### config.mk
export PLATFORM = sky130hd
export DESIGN_NAME = trp_stream_unit
export DESIGN_NICKNAME = d
export VERILOG_FILES = /design/src/rtl/trp_stream_pkg.sv /design/src/rtl/trp_reduce_alu.sv /design/src/rtl/trp_stream_unit.sv
export SDC_FILE = /design/constraint.sdc
export NUM_CORES = 1
export LEC_CHECK = 0
export BUFFER_PORTS_ARGS = -buffer_cell sky130_fd_sc_hd__clkbuf_2
export CAP_MARGIN = 20
export CORE_MARGIN = 3
export CORE_UTILIZATION = 66
export DETAILED_ROUTE_END_ITERATION = 6
export PLACE_DENSITY_LB_ADDON = 0.2
export SETUP_SLACK_MARGIN = 0.15
export SKIP_LAST_GASP = 1
export SYNTH_ARGS = -nofsm -noshare
export SYNTH_HDL_FRONTEND = slang
export SYNTH_SLANG_ARGS = --single-unit
export TNS_END_PERCENT = 10
### constraint.sdc
create_clock -name clk -period 7.12 [get_ports clk]
set_clock_uncertainty 0.05 [all_clocks]
set_input_delay 0.356 -clock clk [delete_from_list [all_inputs] [get_ports clk]]
set_output_delay 0.356 -clock clk [all_outputs]
set_load 0.03 [all_outputs]
### src/rtl/trp_stream_pkg.sv
// Shared mode encodings and FSM state type for the trp_stream_unit slice.
package trp_stream_pkg;

  localparam logic [1:0] MODE_SUM = 2'b00;
  localparam logic [1:0] MODE_MAX = 2'b01;
  localparam logic [1:0] MODE_MIN = 2'b10;
  localparam logic [1:0] MODE_TRP = 2'b11;

  typedef enum logic [1:0] {
    IDLE       = 2'd0,
    LOAD       = 2'd1,
    REDUCE_OUT = 2'd2,
    DRAIN      = 2'd3
  } state_t;

endpackage

### src/rtl/trp_reduce_alu.sv
// Next-accumulator logic for the reduction modes: wrapping sum, signed max, signed min.
module trp_reduce_alu
  import trp_stream_pkg::*;
#(
  parameter int WIDTH = 10
) (
  input  logic [WIDTH-1:0] acc_i,
  input  logic [WIDTH-1:0] elem_i,
  input  logic [1:0]       mode_i,
  input  logic             first_i,
  output logic [WIDTH-1:0] acc_o
);

  always_comb begin
    acc_o = acc_i;
    if (first_i) begin
      acc_o = elem_i;
    end else begin
      case (mode_i)
        MODE_SUM: acc_o = acc_i + elem_i;
        MODE_MAX: acc_o = ($signed(elem_i) > $signed(acc_i)) ? elem_i : acc_i;
        MODE_MIN: acc_o = ($signed(elem_i) < $signed(acc_i)) ? elem_i : acc_i;
        default:  acc_o = acc_i;
      endcase
    end
  end

endmodule

### src/rtl/trp_stream_unit.sv
// Streaming reduce (sum/max/min) and DEPTHxDEPTH transpose unit.
// Optional abort input `flush` exists only when TRP_STREAM_FLUSH_EN is defined.
//
// state      | meaning
// IDLE       | waiting for first element; mode is latched on its transfer
// LOAD       | accepting remaining elements into accumulator or buffer
// REDUCE_OUT | presenting reduction result until consumed
// DRAIN      | emitting buffered matrix in column-major order
module trp_stream_unit
  import trp_stream_pkg::*;
#(
  parameter int WIDTH = 10,
  parameter int DEPTH = 4
) (
  input  logic             clk,
  input  logic             reset,
`ifdef TRP_STREAM_FLUSH_EN
  input  logic             flush,
`endif
  input  logic [1:0]       mode,
  input  logic             in_valid,
  output logic             in_ready,
  input  logic [WIDTH-1:0] in_data,
  output logic             out_valid,
  input  logic             out_ready,
  output logic [WIDTH-1:0] out_data,
  output logic             busy
);

  localparam int LG  = $clog2(DEPTH);
  localparam int CW  = $clog2(DEPTH * DEPTH);
  localparam int NEL = DEPTH * DEPTH;

  state_t           state_q;
  logic [1:0]       mode_q;
  logic [CW-1:0]    cnt_q;
  logic [WIDTH-1:0] acc_q;
  logic [WIDTH-1:0] acc_d;
  logic [WIDTH-1:0] buf_q [NEL];

  logic       abort;
  logic       in_fire;
  logic       out_fire;
  logic       last_in;
  logic [1:0] op_mode;
  logic [CW-1:0] rd_addr;

`ifdef TRP_STREAM_FLUSH_EN
  assign abort = reset | flush;
`else
  assign abort = reset;
`endif

  assign in_ready  = (state_q == IDLE) || (state_q == LOAD);
  assign out_valid = (state_q == REDUCE_OUT) || (state_q == DRAIN);
  assign busy      = (state_q != IDLE);
  assign in_fire   = in_valid & in_ready;
  assign out_fire  = out_ready & out_valid;
  assign op_mode   = (state_q == IDLE) ? mode : mode_q;
  assign last_in   = (mode_q == MODE_TRP) ? (cnt_q == CW'(NEL - 1)) : (cnt_q == CW'(DEPTH - 1));

  // Drain count is col*DEPTH+row; swapping its halves gives the row-major buffer address.
  assign rd_addr = {cnt_q[LG-1:0], cnt_q[CW-1:LG]};

  always_comb begin
    out_data = '0;
    if (state_q == REDUCE_OUT) out_data = acc_q;
    else if (state_q == DRAIN) out_data = buf_q[rd_addr];
  end

  trp_reduce_alu #(.WIDTH(WIDTH)) u_alu (
    .acc_i  (acc_q),
    .elem_i (in_data),
    .mode_i (op_mode),
    .first_i(state_q == IDLE),
    .acc_o  (acc_d)
  );

  always_ff @(posedge clk) begin
    if (abort) begin
      state_q <= IDLE;
      mode_q  <= MODE_SUM;
      cnt_q   <= '0;
      acc_q   <= '0;
    end else begin
      case (state_q)
        IDLE: begin
          if (in_fire) begin
            mode_q  <= mode;
            acc_q   <= acc_d;
            cnt_q   <= CW'(1);
            state_q <= LOAD;
          end
        end
        LOAD: begin
          if (in_fire) begin
            acc_q <= acc_d;
            if (last_in) begin
              cnt_q   <= '0;
              state_q <= (mode_q == MODE_TRP) ? DRAIN : REDUCE_OUT;
            end else begin
              cnt_q <= cnt_q + CW'(1);
            end
          end
        end
        REDUCE_OUT: begin
          if (out_fire) state_q <= IDLE;
        end
        DRAIN: begin
          if (out_fire) begin
            if (cnt_q == CW'(NEL - 1)) begin
              cnt_q   <= '0;
              state_q <= IDLE;
            end else begin
              cnt_q <= cnt_q + CW'(1);
            end
          end
        end
        default: state_q <= IDLE;
      endcase
    end
  end

  // Buffer is deliberately not reset; DRAIN is only reachable after a full load.
  always_ff @(posedge clk) begin
    if (in_fire && !abort && (op_mode == MODE_TRP)) buf_q[cnt_q] <= in_data;
  end

endmodule
==> results.toml <==
[clock_tree]
htree_levels = 4
cts_buffers = 17
worstSkewPairLatency_ns = 0.42
clk_pin_slew_worst_paths_ns = 0.06
clock_sinks = 182
ctsHoldBuffers = 0
cts_resized = 0
cts_tree = "yes"
clk_path_buf_depth = 2
cts_setup_buffers = 0
root_buffer = "clkbuf_16"

[worst_setup_path]
cp_max_fo = 23
path_class = "reg -> reg"
slowest_stage = "dfxtp_1"
crit_required_ns = 7.38
r2r_slack_ns = 3.29
worstPathArrival_ns = 4.10
worst_setup_path_start_kind = "flip-flop"
crit_path_end_kind = "flip-flop"
critPathBufInv = 0
critPathTopFamily = "simple AND/OR/NAND/NOR gates"
cp_common_cell = "and3_1"
path_cells = "nor2_1 -> mux2i_1 -> ha_1 -> nand3_1 -> or3_1 -> and3_1 -> o21ai_0 -> and3_1 -> mux2_4"
slowest_delay_ns = 0.99

[power]
p_sw_uw = 616.6
peakVddDrop_v = 0.0002259
p_int_uw = 1841
pwr-share-clk = 0.356
leakagePower_uw = 0.003019
p_seq_frac = 0.497
power.density_mw_per_mm2 = 276.0
swShare = 0.2509
p_comb_frac = 0.147

[timing]
slew_headroom = 0.3176
whs_ns = 0.1418
min_period_ns = 3.834
grt_setup_unrepaired = "false"
setup_viol = 0
fmax_mhz = 260.8
period_share = 0.5384
hold_viol = 0
worst_pin_slew_ns = 1.024
finalSetupTns_ns = 0
slew_viol_final = 0

[grt]
grt_pass1_vias = 4479
grt_pass1_wl_mm = 26.78
antenna_found_initial = 0
grt_max_degree = 41
grt_use_total = 0.2795
grt_overflow = 0

[drt]
ant_nets = 0
finalWirelength_mm = 17.66
drc_errors = 0
wl_per_cell_um = 25.90
vias_per_cell = 6.630
top_layer = "met4"
vias = 4522
wl_met1_mm = 7.163
dr_wl_met2_mm = 8.679
drtIter0Drc = 574
dr.pass1.iters = 5
wl_met3_mm = 1.392

[floorplanning]
start_util = 0.6936
die_w_um = 116.9
io_pins = 29
coreArea_mm2 = 0.01171
die_y_um = 116.9
dieArea_mm2 = 0.01368
row_count = 39

[logic_synthesis]
ys_ff_latch = 182
ys_seq_area_frac = 0.6457
synth_cell_types = 46
synthCells = 502
syn-mean-instance-area_um2 = 16.18
synth_edf_count = 160
syn_nets = 546
ys.flop_type = "edfxtp_1"
netlist_area_mm2 = 0.008123
synthArstFlopShare = 0
yosys_warnings = 0

[final_layout]
multiInputGateArea_mm2 = 0.002688
fillCellCount = 689
areaGrowthSynthToFinish_pct = 9.612
final_cell_mix = "160 x edfxtp_1, 50 x mux4_2, 47 x nor2_1, 28 x clkbuf_2, 27 x ha_1"
drive_above_1_share = 0.2096
fin_nets = 572
regArea_mm2 = 0.005248
final_common_cell = "edfxtp_1"
antenna_cells = 0

[place]
hpwl_mm = 11.36
portBuffers = 28
place_congestion = 0.8568

[job]
cap_violations = 0

[status]
status = "completed"

[hold_path]
worstHoldPathType = "in -> reg"
[routing by layer]
metal  global-route usage  vias to the layer above
met5                    0                        -
met4              0.09786                        0
met3              0.06427                       34
met2               0.4319                      217
met1               0.4007                     2278
li1                     -                     1993
[metrics by stage]
stage	setup slack (ns)	instances	instance area [um2]	util	power, uW
floorplan	4.434	502	8123	-	1496
global placement	3.620	651	8352	0.7131	1577
detailed placement	3.423	651	8352	0.7131	1589
CTS	3.372	681	8896	0.7596	2459
global route	3.046	682	8904	0.7603	2545
finish	3.286	682	8904	0.7603	2457
[worst paths after layout]
| check | start | end | cells after the start |
|---|---|---|---|
| worst max-delay path | state_q[0] | acc_q[4] | 9 |
| worst min-delay path | mode[0] | mode_q[0] | 3 |
| worst max register to register | state_q[0] | acc_q[4] | 9 |
| worst min register to register | mode_q[0] | mode_q[0] | 2 |
[tightest hold or removal path: cells and delay by family]
family                 cells  cell delay [ns]
buffers and inverters      1             0.10
AND/OR/NAND/NOR            1             0.06
AO/OA/AOI/OAI              1             0.05
[flip-flops by register name, summed over array words and instances, names as in the netlist, named ones only]
register / cells
cnt_q: 4
acc_q: 10
state_q: 2
buf_q: 160
mode_q: 2
[layout make-up]
type                            instances  share of cell area
Timing Repair Buffer                   30             0.01743
Sequential cell                       182              0.5894
Tap cell                              143             0.02010
Inverter                               24             0.01012
Multi-Input combinational cell        273              0.3019
Clock inverter                          9             0.01166
Clock buffer                           21             0.04947
[synthesized netlist by cell type (all sizes together) (3+ instances only)]
cell type | n | area share
o21bai | 6 | 0.0055
mux2 | 3 | 0.0055
nor2 | 47 | 0.022
nand2 | 21 | 0.0097
a211oi | 4 | 0.0037
dfxtp | 22 | 0.054
a31oi | 6 | 0.0046
mux4 | 50 | 0.14
clkbuf | 15 | 0.0069
ha | 27 | 0.042
o21ai | 5 | 0.0031
nand3 | 9 | 0.0055
nor3 | 4 | 0.0025
nor2b | 3 | 0.0023
nand2b | 14 | 0.011
xnor2 | 5 | 0.0054
mux2i | 23 | 0.028
a211o | 5 | 0.0054
nand4 | 3 | 0.0023
a21oi | 11 | 0.0068
or3 | 3 | 0.0029
buf | 8 | 0.0054
inv | 24 | 0.011
edfxtp | 160 | 0.59
or2 | 3 | 0.0023
[power groups by stage]
stage	logic (uW)	clock network, uW	registers [uW]
global placement	337	0	1240
CTS	353	887	1220
global route	390	931	1220
detailed placement	347	0	1240
finish	361	876	1220
floorplan	275	0	1220
[logic make-up (layout without fill, tap and decap cells)]
| logic type | Yosys count | in the layout | share of synthesized area |
|---|---|---|---|
| compound gates | 49 | 49 | 0.04174 |
| xor+xnor | 6 | 6 | 0.006469 |
| fa+ha+maj | 28 | 28 | 0.04405 |
| buf+inv | 47 | 84 | 0.02341 |
| flops | 182 | 182 | 0.6457 |
| mux | 76 | 76 | 0.1725 |
| simple gates | 114 | 114 | 0.06608 |
(Power assumes the default switching activity.)
